<file path="src/rtl/usb_pkg.sv">
// Shared definitions for the USB full-speed transmit path: PID codes, line
// encodings, CRC16 constants and the packetizer FSM state type.
package usb_pkg;

    localparam logic [3:0] PID_ACK   = 4'b0010;
    localparam logic [3:0] PID_NAK   = 4'b1010;
    localparam logic [3:0] PID_STALL = 4'b1110;
    localparam logic [3:0] PID_DATA0 = 4'b0011;
    localparam logic [3:0] PID_DATA1 = 4'b1011;

    // Line state as {dp, dm}.
    typedef logic [1:0] line_t;
    localparam line_t LINE_J   = 2'b10;
    localparam line_t LINE_K   = 2'b01;
    localparam line_t LINE_SE0 = 2'b00;

    localparam logic [15:0] CRC16_POLY = 16'h8005;
    localparam logic [15:0] CRC16_INIT = 16'hFFFF;

    // Sent LSB first, giving 0000_0001 on the bit stream (KJKJKJKK).
    localparam logic [7:0] SYNC_PATTERN = 8'b1000_0000;

    localparam logic [2:0] MAX_ONES = 3'd6;

    typedef enum logic [2:0] {
        ST_IDLE,
        ST_SYNC,
        ST_PID,
        ST_DATA,
        ST_CRC,
        ST_EOP_SE0,
        ST_EOP_J
    } state_t;

    function automatic logic pid_is_data(input logic [3:0] pid);
        return (pid == PID_DATA0) || (pid == PID_DATA1);
    endfunction

    function automatic logic pid_is_legal(input logic [3:0] pid);
        return pid_is_data(pid) || (pid == PID_ACK) || (pid == PID_NAK) || (pid == PID_STALL);
    endfunction

    // NRZI: a 0 toggles between J and K, a 1 holds the line.
    function automatic line_t nrzi_next(input line_t cur, input logic b);
        if (b) begin
            return cur;
        end
        return (cur == LINE_J) ? LINE_K : LINE_J;
    endfunction

endpackage

</file>
<file path="src/rtl/usb_crc16_serial.sv">
// Bit-serial USB CRC16 (x^16+x^15+x^2+1); crc_out is presented bit-reversed so
// that its complement can be sent LSB first as USB requires.
module usb_crc16_serial
    import usb_pkg::*;
(
    input  logic        clk,
    input  logic        rst,
    input  logic        clear,
    input  logic        shift,
    input  logic        data_in,
    output logic [15:0] crc_out
);

    logic [15:0] crc_q, crc_d;
    logic        feedback;

    always_comb begin
        feedback = crc_q[15] ^ data_in;
        crc_d    = crc_q;
        if (clear) begin
            crc_d = CRC16_INIT;
        end else if (shift) begin
            crc_d = {crc_q[14:0], 1'b0} ^ (feedback ? CRC16_POLY : 16'h0000);
        end
    end

    always_ff @(posedge clk or posedge rst) begin
        if (rst) begin
            crc_q <= CRC16_INIT;
        end else begin
            crc_q <= crc_d;
        end
    end

    always_comb begin
        for (int i = 0; i < 16; i++) begin
            crc_out[i] = crc_q[15 - i];
        end
    end

endmodule

</file>
<file path="src/rtl/usb_tx_packetizer.sv">
// USB full-speed transmit packetizer: SYNC, PID, payload, CRC16, bit stuffing,
// NRZI and EOP onto D+/D-, fed through a one-byte valid/ready holding register.
module usb_tx_packetizer
    import usb_pkg::*;
#(
    parameter int CLKS_PER_BIT = 8,
    parameter int LEN_W        = 7,
    parameter int EOP_SE0_BITS = 2,
    parameter int EOP_J_BITS   = 1
) (
    input  logic             clk,
    input  logic             rst,
    input  logic             tx_start,
    input  logic [3:0]       tx_pid,
    input  logic [LEN_W-1:0] tx_len,
    input  logic [7:0]       tx_data,
    input  logic             tx_data_valid,
    output logic             tx_data_ready,
    output logic             dp,
    output logic             dm,
    output logic             tx_busy,
    output logic             tx_done,
    output logic             tx_error
);

    localparam int CNT_W = (CLKS_PER_BIT > 1) ? $clog2(CLKS_PER_BIT) : 1;

    state_t           state_q, state_d;
    logic [CNT_W-1:0] cnt_q, cnt_d;
    logic [7:0]       idx_q, idx_d;
    logic [7:0]       byte_q, byte_d;
    logic [2:0]       ones_q, ones_d;
    line_t            line_q, line_d;
    logic [7:0]       hold_q, hold_d;
    logic             hold_full_q, hold_full_d;
    logic [LEN_W-1:0] accept_left_q, accept_left_d;
    logic [LEN_W-1:0] load_left_q, load_left_d;
    logic             is_data_q, is_data_d;
    logic             underrun_q, underrun_d;
    logic             done_q, done_d;
    logic             error_q, error_d;

    logic       bit_tick, stuff_now;
    logic [7:0] idx_inc;
    logic       emit, emit_bit, emit_counted;
    logic       go_reload, go_crc, go_eop;
    logic       crc_clear, crc_shift, crc_bit;
    logic [15:0] crc_out;

    assign bit_tick  = (cnt_q == CNT_W'(CLKS_PER_BIT - 1));
    assign stuff_now = (state_q inside {ST_PID, ST_DATA, ST_CRC}) && (ones_q == MAX_ONES);
    assign idx_inc   = idx_q + 8'd1;

    assign tx_data_ready = (state_q inside {ST_SYNC, ST_PID, ST_DATA}) && !hold_full_q
                           && (accept_left_q != '0);

    // NOTE: every signal written here gets a default first, so no latch is inferred.
    always_comb begin
        state_d       = state_q;
        cnt_d         = cnt_q;
        idx_d         = idx_q;
        byte_d        = byte_q;
        ones_d        = ones_q;
        line_d        = line_q;
        hold_d        = hold_q;
        hold_full_d   = hold_full_q;
        accept_left_d = accept_left_q;
        load_left_d   = load_left_q;
        is_data_d     = is_data_q;
        underrun_d    = underrun_q;
        done_d        = 1'b0;
        error_d       = 1'b0;
        emit          = 1'b0;
        emit_bit      = 1'b0;
        emit_counted  = 1'b0;
        go_reload     = 1'b0;
        go_crc        = 1'b0;
        go_eop        = 1'b0;
        crc_clear     = 1'b0;
        crc_shift     = 1'b0;
        crc_bit       = 1'b0;

        if (tx_data_ready && tx_data_valid) begin
            hold_d        = tx_data;
            hold_full_d   = 1'b1;
            accept_left_d = accept_left_q - LEN_W'(1);
        end

        if (state_q == ST_IDLE) begin
            cnt_d = '0;
            if (tx_start) begin
                if (pid_is_legal(tx_pid)) begin
                    state_d       = ST_SYNC;
                    idx_d         = '0;
                    ones_d        = '0;
                    byte_d        = {~tx_pid, tx_pid};
                    is_data_d     = pid_is_data(tx_pid);
                    accept_left_d = pid_is_data(tx_pid) ? tx_len : '0;
                    load_left_d   = pid_is_data(tx_pid) ? tx_len : '0;
                    underrun_d    = 1'b0;
                    hold_full_d   = 1'b0;
                    crc_clear     = 1'b1;
                    emit          = 1'b1;
                    emit_bit      = SYNC_PATTERN[0];
                end else begin
                    error_d = 1'b1;
                end
            end
        end else begin
            cnt_d = bit_tick ? '0 : cnt_q + CNT_W'(1);
            if (bit_tick) begin
                if (stuff_now) begin
                    // Stuffed 0 occupies a bit time without advancing data or CRC.
                    emit         = 1'b1;
                    emit_bit     = 1'b0;
                    emit_counted = 1'b1;
                end else begin
                    unique case (state_q)
                        ST_SYNC: begin
                            if (idx_q != 8'd7) begin
                                idx_d    = idx_inc;
                                emit     = 1'b1;
                                emit_bit = SYNC_PATTERN[idx_inc[2:0]];
                            end else begin
                                state_d      = ST_PID;
                                idx_d        = '0;
                                emit         = 1'b1;
                                emit_bit     = byte_q[0];
                                emit_counted = 1'b1;
                            end
                        end
                        ST_PID: begin
                            if (idx_q != 8'd7) begin
                                idx_d        = idx_inc;
                                emit         = 1'b1;
                                emit_bit     = byte_q[idx_inc[2:0]];
                                emit_counted = 1'b1;
                            end else if (!is_data_q) begin
                                go_eop = 1'b1;
                            end else if (load_left_q == '0) begin
                                go_crc = 1'b1;
                            end else begin
                                go_reload = 1'b1;
                            end
                        end
                        ST_DATA: begin
                            if (idx_q != 8'd7) begin
                                idx_d        = idx_inc;
                                emit         = 1'b1;
                                emit_bit     = byte_q[idx_inc[2:0]];
                                emit_counted = 1'b1;
                                crc_shift    = 1'b1;
                                crc_bit      = byte_q[idx_inc[2:0]];
                            end else if (load_left_q == '0) begin
                                go_crc = 1'b1;
                            end else begin
                                go_reload = 1'b1;
                            end
                        end
                        ST_CRC: begin
                            if (idx_q != 8'd15) begin
                                idx_d        = idx_inc;
                                emit         = 1'b1;
                                emit_bit     = ~crc_out[idx_inc[3:0]];
                                emit_counted = 1'b1;
                            end else begin
                                go_eop = 1'b1;
                            end
                        end
                        ST_EOP_SE0: begin
                            if (idx_q == 8'(EOP_SE0_BITS - 1)) begin
                                state_d = ST_EOP_J;
                                idx_d   = '0;
                                line_d  = LINE_J;
                            end else begin
                                idx_d = idx_inc;
                            end
                        end
                        ST_EOP_J: begin
                            if (idx_q == 8'(EOP_J_BITS - 1)) begin
                                state_d = ST_IDLE;
                                idx_d   = '0;
                                done_d  = !underrun_q;
                            end else begin
                                idx_d = idx_inc;
                            end
                        end
                        default: begin
                            state_d = ST_IDLE;
                        end
                    endcase
                end
            end
        end

        // Byte boundary: take the next payload byte, or abort on an empty holding register.
        if (go_reload) begin
            if (hold_full_q) begin
                state_d      = ST_DATA;
                idx_d        = '0;
                byte_d       = hold_q;
                hold_full_d  = 1'b0;
                load_left_d  = load_left_q - LEN_W'(1);
                emit         = 1'b1;
                emit_bit     = hold_q[0];
                emit_counted = 1'b1;
                crc_shift    = 1'b1;
                crc_bit      = hold_q[0];
            end else begin
                error_d    = 1'b1;
                underrun_d = 1'b1;
                go_eop     = 1'b1;
            end
        end

        if (go_crc) begin
            state_d      = ST_CRC;
            idx_d        = '0;
            emit         = 1'b1;
            emit_bit     = ~crc_out[0];
            emit_counted = 1'b1;
        end

        if (go_eop) begin
            state_d = ST_EOP_SE0;
            idx_d   = '0;
            line_d  = LINE_SE0;
        end

        if (emit) begin
            line_d = nrzi_next(line_q, emit_bit);
            if (emit_counted) begin
                ones_d = emit_bit ? ones_q + 3'd1 : 3'd0;
            end
        end
    end

    // NOTE: sequential state is updated with non-blocking assignments only.
    always_ff @(posedge clk or posedge rst) begin
        if (rst) begin
            state_q       <= ST_IDLE;
            cnt_q         <= '0;
            idx_q         <= '0;
            byte_q        <= '0;
            ones_q        <= '0;
            line_q        <= LINE_J;
            hold_q        <= '0;
            hold_full_q   <= 1'b0;
            accept_left_q <= '0;
            load_left_q   <= '0;
            is_data_q     <= 1'b0;
            underrun_q    <= 1'b0;
            done_q        <= 1'b0;
            error_q       <= 1'b0;
        end else begin
            state_q       <= state_d;
            cnt_q         <= cnt_d;
            idx_q         <= idx_d;
            byte_q        <= byte_d;
            ones_q        <= ones_d;
            line_q        <= line_d;
            hold_q        <= hold_d;
            hold_full_q   <= hold_full_d;
            accept_left_q <= accept_left_d;
            load_left_q   <= load_left_d;
            is_data_q     <= is_data_d;
            underrun_q    <= underrun_d;
            done_q        <= done_d;
            error_q       <= error_d;
        end
    end

    usb_crc16_serial u_crc (
        .clk     (clk),
        .rst     (rst),
        .clear   (crc_clear),
        .shift   (crc_shift),
        .data_in (crc_bit),
        .crc_out (crc_out)
    );

    assign dp       = line_q[1];
    assign dm       = line_q[0];
    assign tx_busy  = (state_q != ST_IDLE);
    assign tx_done  = done_q;
    assign tx_error = error_q;

endmodule

</file>
<file path="config.mk">
export PLATFORM = sky130hd
export DESIGN_NAME = usb_tx_packetizer
export DESIGN_NICKNAME = d
export VERILOG_FILES = /design/src/rtl/usb_pkg.sv /design/src/rtl/usb_crc16_serial.sv /design/src/rtl/usb_tx_packetizer.sv
export SDC_FILE = /design/constraint.sdc
export NUM_CORES = 1
export LEC_CHECK = 0
export CORE_MARGIN = 8
export CORE_UTILIZATION = 64
export DETAILED_ROUTE_END_ITERATION = 8
export DONT_BUFFER_PORTS = 1
export PLACE_DENSITY_LB_ADDON = 0.05
export SKIP_CTS_REPAIR_TIMING = 1
export SLEW_MARGIN = 40
export SYNTH_ARGS = -nofsm -noshare
export SYNTH_HDL_FRONTEND = slang
export SYNTH_HIERARCHICAL = 1
export SYNTH_SLANG_ARGS = --single-unit
</file>
<file path="constraint.sdc">
create_clock -name clk -period 3.2 [get_ports clk]
set_input_delay 0.96 -clock clk [delete_from_list [all_inputs] [get_ports clk]]
set_output_delay 0.96 -clock clk [all_outputs]
set_load 0.02 [all_outputs]
</file>
==> results_dict.tcl <==
set metrics [dict create \
    grt_first_pass_wirelength_um 18010 \
    synth_nets 482 \
    root_buffer "clkbuf_8" \
    htree_num_levels 3 \
    filler_cell_count 494 \
    setup_viol_count_final 0 \
    hold_class "reg -> reg" \
    grt_antenna_before_repair 0 \
    irDropWorstVdd_mv 0.3919 \
    synth_area_per_cell_um2 9.304 \
    rsz0062_at_grt "no" \
    cts_sinks 70 \
    cellInternalPower_uw 1410 \
    path_clk_slew_ns 0.08 \
    post-route-util 0.7186 \
    synth-compound-area-share 0.1772 \
    clkLatencyLatePin_ns 0.35 \
    synth_xor_area_frac 0.03129 \
    initial_core_util 0.6587 \
    relSlewSlack 0.4342 \
    dieArea_mm2 0.009333 \
    antenna_cells 0 \
    power.switching_uw 383.1 \
    cp.required_ns 3.46 \
    synth_area_mm2 0.004159 \
    synth_top_family_by_area "simple AND/OR/NAND/NOR gates" \
    comb_power_share 0.013 \
    wl_per_cell_um 20.10 \
    rows 29 \
    ios 29 \
    viasPerCell 6.512 \
    gp_congestion 0.9338 \
    power_density_mw_per_mm2 395.2 \
    synth-adder-area-share 0.03610 \
    grt_max_degree 27 \
    yosysUniqueCellTypes 74 \
    critPathArrivalTime_ns 3.18 \
    nets 496 \
    async_flop_share 1.000 \
    clockPowerShare 0.494 \
    worst_slew_pin_slew_ns 0.8447 \
    core_mm2 0.006314 \
    yosysWarnings 6 \
    finalCriticalPeriod_ns 2.914 \
    synth_ff_type "dfrtp_1" \
    die_h_um 96.61 \
    crit_path_start_kind "flip-flop" \
    grt.overflow.total 0 \
    sw_frac_of_total 0.2137 \
    dp_hpwl_um 7857 \
    vias 3536 \
    final_common_cell "nand2_1" \
    synth-edff-count 0 \
    leakage_uw 0.002123 \
    track_usage 0.2340 \
    wirelength_um 10920 \
    cts_tree "built" \
    drc 0 \
    layout-drive-gt1-share 0.1631 \
    hold-worst-slack_ns 0.4487 \
    synth-simple-area-share 0.2335 \
    firstDrtPassIters 5 \
    area.growth.synth_to_final_pct 9.085 \
    place.port_buffers 0 \
    crit_path_max_fanout 17 \
    cts_made_buffers 9 \
    finalClockSkew_ns 0.01170 \
    synth_seq_cells 70 \
    syn_inst 447 \
    die_x_um 96.61 \
    slew_viol_final 0 \
    grt_pass1_vias 3559 \
    cts_buffer_depth 2 \
    path_class "reg -> reg" \
    post-route-period-util 0.9107 \
    dp.cells 527 \
    drv_cap 0 \
    synth_mux_area_frac 0.04813 \
    instances_no_fill 543 \
    antenna_left 0 \
    ys_seq_area_frac 0.4263 \
    drtIter0Drc 289 \
    setup.worst_path.end_class "flip-flop" \
    outcome "completed" \
    tns_ns 0 \
    seq_power_share 0.494 \
    hold_viol_final 0 \
    most-common-layout-cells "nand2_1, dfrtp_1, nor2_1, buf_4, o21ai_0" \
    fmax_mhz 343.1 \
]
[synthesized netlist by cell type (all sizes together) (2+ instances only)]
cell / n / area share
o21a: 3 / 0.0054
o31a: 2 / 0.0042
o22ai: 6 / 0.0090
buf: 8 / 0.010
o31ai: 3 / 0.0054
nor3: 17 / 0.022
nand3b: 2 / 0.0036
mux2i: 5 / 0.012
and4: 2 / 0.0042
mux4: 6 / 0.033
a22oi: 4 / 0.0084
nor2b: 9 / 0.014
nand4: 7 / 0.011
inv: 20 / 0.018
xnor2: 7 / 0.015
nor4: 3 / 0.0045
o21ai: 22 / 0.026
dfstp: 17 / 0.11
o221ai: 2 / 0.0042
a21oi: 19 / 0.023
nand2b: 2 / 0.0030
or4: 2 / 0.0045
xor2: 7 / 0.017
a211oi: 2 / 0.0036
a2111oi: 2 / 0.0087
a21o: 2 / 0.0036
nor3b: 2 / 0.0036
o211ai: 5 / 0.010
a211o: 14 / 0.030
nand3: 15 / 0.020
and2: 18 / 0.027
nand2: 68 / 0.061
a21boi: 2 / 0.0036
nor2: 41 / 0.038
a221o: 3 / 0.0072
dfrtp: 53 / 0.32
a31oi: 3 / 0.0045
clkbuf: 10 / 0.011
ha: 12 / 0.036
[kinds of logic (layout without fill, tap and decap cells)]
| family | after synthesis | in the layout |
|---|---|---|
| AO/OA/AOI/OAI | 103 | 103 |
| XOR/XNOR | 14 | 14 |
| adder cells (fa/ha/maj) | 12 | 12 |
| buffers and inverters | 39 | 58 |
| flip-flops | 70 | 70 |
| multiplexers | 12 | 12 |
| AND/OR/NAND/NOR | 197 | 197 |
[flip-flops by register name, summed over array words and instances (netlist names), 7 cells and up]
signal / cells
u_crc/crc_q: 16
idx_q: 8
byte_q: 8
accept_left_q: 7
load_left_q: 7
hold_q: 8
[per-layer routing]
metal / part of all wire / GRT usage
met4: 0.026 / 0.1053
met3: 0.070 / 0.03485
met1: 0.43 / 0.3007
met5: 0 / 0
met2: 0.48 / 0.3797
[power groups by stage]
stage / sequential [uW] / clock, uW / combinational (uW)
global placement: 902 / 0 / 23.2
global route: 885 / 920 / 26.9
CTS: 885 / 887 / 23.8
detailed placement: 902 / 0 / 23.7
floorplan: 902 / 0 / 15.0
finish: 885 / 886 / 22.4
[through the flow]
stage / area, um^2 / setup slack [ns] / total power, uW
final: 4537 / 0.2857 / 1793
after global routing: 4537 / 0.1443 / 1832
after CTS: 4537 / 0.3538 / 1796
after detailed placement: 4299 / 0.3741 / 925.2
after global placement: 4299 / 0.4176 / 924.8
after floorplan: 4159 / 0.2150 / 916.6
[worst paths after layout]
kind                                   endpoint  slack [ns]  cells after the start       start
worst max-delay path            u_crc/crc_q[15]        0.29                      7  state_q[2]
worst min-delay path                   cnt_q[0]        0.45                      1    cnt_q[0]
worst max register to register  u_crc/crc_q[15]        0.29                      7  state_q[2]
worst min register to register         cnt_q[0]        0.45                      1    cnt_q[0]
max in group asynchronous             hold_q[1]        1.99                      2         rst
min in group asynchronous             is_data_q        0.50                      1         rst
[critical path, stage by stage (launching register included)]
cell and delay, ns:
dfrtp_1 0.75, o21ai_0 0.25, a2111oi_4 0.56, nand4_1 0.34
o21ai_0 0.29, xnor2_1 0.15, o21ai_1 0.12, or3b_1 0.35
[final cells by class]
class                   instances  area, um^2  area share
flip-flops and latches         70        1773      0.3908
multi-input cells             338        2190      0.4826
repair buffers                 22       165.2     0.03640
clock buffers                  11       131.4     0.02896
clock inverters                 5       106.4     0.02344
inverters                      20       75.07     0.01655
well taps                      77       96.34     0.02124
(Power assumes the default switching activity.)
